==> src/rtl/input_stream_gearbox_pkg.sv <==
// Shared array-dimension and stream-width constants for the activation path
// (gearbox, controller and weight buffer).
package input_stream_gearbox_pkg;

  localparam int unsigned ARRAY_ROWS     = 12;
  localparam int unsigned ARRAY_COLS     = 12;
  localparam int unsigned ACT_W          = 8;
  localparam int unsigned DEF_STREAM_W   = 64;
  localparam int unsigned DEF_ROW_BYTES  = ARRAY_COLS;
  localparam int unsigned CNT_W          = 16;

  typedef logic [ACT_W-1:0] act_t;

  // Bits needed to hold a byte count in the range 0..n.
  function automatic int unsigned fill_w(input int unsigned n);
    return $clog2(n + 1);
  endfunction

endpackage

==> src/rtl/sat_counter16.sv <==
// 16-bit event counter that sticks at all-ones; synchronous clear wins over increment.
module sat_counter16
  import input_stream_gearbox_pkg::*;
(
  input  logic             clk,
  input  logic             rst_n,
  input  logic             clr_i,
  input  logic             inc_i,
  output logic [CNT_W-1:0] cnt_o
);

  logic [CNT_W-1:0] cnt_q, cnt_d;

  always_comb begin
    cnt_d = cnt_q;
    if (clr_i) begin
      cnt_d = '0;
    end else if (inc_i && (cnt_q != '1)) begin
      cnt_d = cnt_q + CNT_W'(1);
    end
  end

  always_ff @(posedge clk or negedge rst_n) begin
    if (!rst_n) begin
      cnt_q <= '0;
    end else begin
      cnt_q <= cnt_d;
    end
  end

  assign cnt_o = cnt_q;

endmodule

==> src/rtl/input_stream_gearbox.sv <==
// Repacks IN_W-bit DMA activation words into ROW_BYTES-wide systolic-array rows,
// one row per cycle while the controller requests them.
module input_stream_gearbox
  import input_stream_gearbox_pkg::*;
#(
  parameter int unsigned IN_W      = DEF_STREAM_W,
  parameter int unsigned ROW_BYTES = DEF_ROW_BYTES
) (
  input  logic                   clk,
  input  logic                   rst_n,
  input  logic [IN_W-1:0]        s_axis_tdata,
  input  logic                   s_axis_tvalid,
  output logic                   s_axis_tready,
  input  logic                   i_stream_en,
  input  logic                   i_flush,
  output logic [8*ROW_BYTES-1:0] o_row,
  output logic                   o_input_valid,
  output logic [CNT_W-1:0]       o_row_cnt,
  output logic [CNT_W-1:0]       o_starve_cnt
);

  localparam int unsigned WB  = IN_W / 8;
  localparam int unsigned SB  = 2 * ROW_BYTES;
  localparam int unsigned SBW = 8 * SB;
  localparam int unsigned RW  = 8 * ROW_BYTES;
  localparam int unsigned FW  = fill_w(SB);

  logic [SBW-1:0] stage_q, stage_d;
  logic [FW-1:0]  fill_q, fill_d;
  logic [RW-1:0]  row_q, row_d;
  logic           valid_q, valid_d;

  logic           accept_c, emit_c, starve_c;
  logic [31:0]    base_c, fill_sum_c;
  logic [SBW-1:0] shifted_c, ins_c, mask_c;

  // Ready depends only on the registered fill so it never loops back through tvalid.
  assign s_axis_tready = (fill_q <= FW'(SB - WB));
  assign accept_c      = s_axis_tvalid && s_axis_tready;
  assign emit_c        = i_stream_en && (fill_q >= FW'(ROW_BYTES));
  assign starve_c      = i_stream_en && !emit_c;

  // Pop a row from the bottom, then drop the new word right after whatever remains.
  always_comb begin
    stage_d    = stage_q;
    fill_d     = fill_q;
    row_d      = row_q;
    valid_d    = 1'b0;
    shifted_c  = emit_c ? (stage_q >> RW) : stage_q;
    base_c     = 32'(fill_q) - (emit_c ? ROW_BYTES : 32'd0);
    ins_c      = SBW'(s_axis_tdata) << (8 * base_c);
    mask_c     = SBW'({IN_W{1'b1}}) << (8 * base_c);
    fill_sum_c = 32'(fill_q) + (accept_c ? WB : 32'd0) - (emit_c ? ROW_BYTES : 32'd0);

    if (i_flush) begin
      stage_d = '0;
      fill_d  = '0;
    end else begin
      stage_d = accept_c ? ((shifted_c & ~mask_c) | ins_c) : shifted_c;
      fill_d  = FW'(fill_sum_c);
      if (emit_c) begin
        row_d   = stage_q[RW-1:0];
        valid_d = 1'b1;
      end
    end
  end

  always_ff @(posedge clk or negedge rst_n) begin
    if (!rst_n) begin
      stage_q <= '0;
      fill_q  <= '0;
      row_q   <= '0;
      valid_q <= 1'b0;
    end else begin
      stage_q <= stage_d;
      fill_q  <= fill_d;
      row_q   <= row_d;
      valid_q <= valid_d;
    end
  end

  sat_counter16 u_row_cnt (
    .clk   (clk),
    .rst_n (rst_n),
    .clr_i (i_flush),
    .inc_i (emit_c),
    .cnt_o (o_row_cnt)
  );

  sat_counter16 u_starve_cnt (
    .clk   (clk),
    .rst_n (rst_n),
    .clr_i (i_flush),
    .inc_i (starve_c),
    .cnt_o (o_starve_cnt)
  );

  assign o_row         = row_q;
  assign o_input_valid = valid_q;

endmodule

==> config.mk <==
export PLATFORM = sky130hd
export DESIGN_NAME = input_stream_gearbox
export DESIGN_NICKNAME = d
export VERILOG_FILES = /design/src/rtl/input_stream_gearbox_pkg.sv /design/src/rtl/sat_counter16.sv /design/src/rtl/input_stream_gearbox.sv
export SDC_FILE = /design/constraint.sdc
export NUM_CORES = 1
export LEC_CHECK = 0
export CORE_UTILIZATION = 50
export CTS_CLUSTER_DIAMETER = 200
export DETAILED_ROUTE_END_ITERATION = 16
export DONT_BUFFER_PORTS = 1
export GPL_TIMING_DRIVEN = 0
export PLACE_DENSITY = 0.65
export RECOVER_POWER = 50
export SLEW_MARGIN = 15
export SYNTH_ARGS = -nofsm -noshare
export SYNTH_HDL_FRONTEND = slang
export SYNTH_SLANG_ARGS = --single-unit
==> constraint.sdc <==
create_clock -name clk -period 4.1 [get_ports clk]
set_input_delay 1.23 -clock clk [delete_from_list [all_inputs] [get_ports clk]]
set_output_delay 1.23 -clock clk [all_outputs]
set_load 0.05 [all_outputs]
==> impl_metrics.py <==
metrics = {
    "critical_path": {
        "ff2ff_path_depth": 13,
        "critPathKind": "input port to register",
        "arrival_ps": 4440,
        "cpMaxStageDelayCell": "ha_2",
        "path_buf_inv": 5,
        "reg2reg_from": "fill_q[3]",
        "max_stage_delay_ps": 440,
        "worstPathRequired_ps": 4530,
        "critPathMaxFanout": 10,
        "path_cells": "buf_2 > nand2_1 > buf_2 > inv_1 > ha_1 > fa_1 > ha_2 > nand3b_1 > a21oi_4 > buf_4 > clkbuf_4 > nand4_1 > a21oi_1",
        "setup.worst_path.end_class": "register",
        "critical_path.most_common_cell": "buf_2",
        "crit_cells": 13,
        "cp-start-kind": "input port",
        "crit_family": "adder cells",
        "r2r_slack_ps": 150,
        "r2r-end": "stage_q[12]",
    },
    "floorplanning": {
        "die_area_um2": 31700,
        "initial_core_util_pct": 50.7,
        "rows": 64,
        "num_io_pins": 199,
        "die_w_um": 178,
        "dieHeight_um": 178,
        "coreArea_um2": 30600,
    },
    "grt": {
        "grt_first_pass_wirelength_um": 75400,
        "grt_max_degree": 325,
        "grt_usage_pct": 31.5,
        "antenna_found_initial": 1,
        "grt_pass1_vias": 12591,
        "overflow": 0,
    },
    "logic_synthesis": {
        "synth-adder-area-share_pct": 0.871,
        "netlist_instances": 1391,
        "seq_area_frac_synth_pct": 52.2,
        "postSynthAreaPerCell_um2": 11.2,
        "synth_top_family_by_area": "compound AO/OA/AOI/OAI gates",
        "yosys_register_bits": 324,
        "ys_async_sr_fraction_pct": 100,
        "synth_xor_area_share_pct": 0.169,
        "synth_nets": 1469,
        "ys_warn_count": 0,
        "synth_mux_area_share_pct": 12.0,
        "synthFlopType": "dfrtp_1",
        "synth_edf_count": 0,
        "ys_types": 57,
        "synthSimpleGateAreaFrac_pct": 10.6,
        "synth_compound_area_share_pct": 19.6,
        "mappedNetlistArea_um2": 15500,
    },
    "flow_run": {
        "drv_cap": 0,
    },
    "clock_tree": {
        "hold_buffers": 0,
        "cts_htree_levels": 2,
        "clkLatencyLatePin_ps": 530,
        "cts_buffers": 36,
        "cts.clk_slew.worst_paths_ps": 70,
        "cts.sinks": 324,
        "clockRootBuffer": "clkbuf_16",
        "ctsLongestPathBuffers": 3,
        "tritoncts": "done",
    },
    "status": {
        "status": "complete, no violations",
    },
    "final_layout": {
        "layout-drive-gt1-share_pct": 15.7,
        "layout_common_cells": "dfrtp_1, mux2_2, nand3_1, o2bb2ai_1, clkbuf_1",
        "nets": 1511,
        "fin_cells": 1852,
        "final_common_cell": "dfrtp_1",
        "final_util_pct": 56.8,
        "syn_to_final_growth_pct": 11.9,
    },
    "power_and_ir_drop": {
        "pwr-share-comb_pct": 31.6,
        "internal_power_uw": 7380,
        "switching_share_pct": 44.5,
        "seq_power_share_pct": 42.9,
        "clockPowerShare_pct": 25.5,
        "p_per_area_nw_per_um2": 765,
        "power_switching_uw": 5910,
        "leakagePower_uw": 0.00774,
        "ir_drop_mv": 0.370,
    },
    "timing": {
        "slew_headroom_pct": 20.2,
        "skew_ps": 21.6,
        "max_freq_ghz": 0.249,
        "setup_violations": 0,
        "finalCritPeriodShare_pct": 98.0,
        "period_minus_slack_ps": 4020,
        "hold_viol_final": 0,
        "slew_viol_final": 0,
        "worst_pin_slew_ps": 1190,
    },
    "drt": {
        "vias_per_cell": 6.77,
        "drc": 0,
        "drtPass1Iterations": 6,
        "drt-wirelength-per-cell_um": 26.9,
        "ant_nets": 0,
        "drt-total-wl_um": 49900,
        "vias": 12533,
        "drt-initial-drc-count": 1274,
    },
    "placement": {
        "dp_cells": 1787,
        "port_buffers": 0,
        "place_hpwl_um": 33600,
        "gp_congestion": 0.906,
    },
    "hold_path": {
        "hp-class": "input port to asynchronous set/reset pin",
    },
}
-- kinds of logic (layout without fill, tap and decap cells) --
logic type      count (synthesis)  count (layout)
fa+ha+maj                       9               9
compound gates                408             408
simple gates                  296             296
xor+xnor                        3               3
flops                         324             324
other cells                     0               1
buf+inv                       178             242
mux                           173             173
-- metrics by stage --
step,TNS [ps],setup WS (ps),power (uW),hold slack (ps),instance area (um^2)
3_5_place_dp,-134020,-1050,9670,473,16000
6_report,0,83.9,13300,409,17400
2_1_floorplan,0,39.7,8260,455,15500
4_1_cts,0,17.3,13100,402,17300
5_1_grt,-0.243,-0.243,13800,397,17400
3_3_place_gp,-129170,-1020,9590,470,16000
-- area by class of cell --
type                            count  area, um^2
Inverter                           35         131
Timing Repair Buffer                5        37.5
Sequential cell                   324        8110
Buffer                            142         609
Fill cell                        2627       13200
Clock buffer                       50        1070
Tap cell                          396         495
Clock inverter                     10         158
Multi-Input combinational cell    889        6760
Antenna cell                        1        2.50
-- registers in the layout, indices dropped and copies added, names as in the netlist --
signal              count
stage_q               192
fill_q                  3
o_row                  96
o_input_valid           1
u_starve_cnt.cnt_o     16
u_row_cnt.cnt_o        16
-- Yosys cell counts (all sizes together), types with 24 or more instances --
master | instances | share of area [%]
nor4 | 38 | 1.5
mux2i | 66 | 4.3
buf | 34 | 1.0
clkbuf | 109 | 2.6
o21a | 33 | 1.6
nand3 | 106 | 3.4
a32o | 32 | 2.1
dfrtp | 324 | 52
nand2 | 24 | 0.58
a21oi | 50 | 1.6
mux2 | 107 | 7.8
o2bb2ai | 96 | 5.4
inv | 34 | 0.82
nand4 | 50 | 2.0
a22oi | 63 | 3.0
o21ai | 71 | 2.3
-- worst max-delay path by stage --
stage / startpoint / to / slack [ps]
global route: i_stream_en / stage_q[12] / -0.2
global placement: i_stream_en / stage_q[95] / -1020
CTS: i_stream_en / stage_q[102] / 20
floorplan: i_stream_en / stage_q[130] / 40
finish: i_stream_en / stage_q[12] / 80
detailed placement: i_stream_en / stage_q[95] / -1050
-- repair_timing --
action,4_1_cts,5_1_grt
pin swaps,2,1
setup buffers,2,3
gates resized for setup,16,28
endpoints found under the setup margin,177,142
-- layer usage --
layer	up-vias	track usage [%]	routed length, um
met5	-	0	0
met4	0	12.3	1610
met3	120	9.23	5200
met2	683	49.4	23100
met1	6322	41.0	19900
li1	5408	-	-
-- power by group through the flow --
stage	sequential [uW]	combinational (uW)	clock [uW]
3_3_place_gp	5740	3850	0
6_report	5700	4200	3390
5_1_grt	5780	4420	3560
2_1_floorplan	5520	2740	0
4_1_cts	5690	4010	3420
3_5_place_dp	5750	3920	0
No activity file was read; power rests on OpenSTA's default activity.
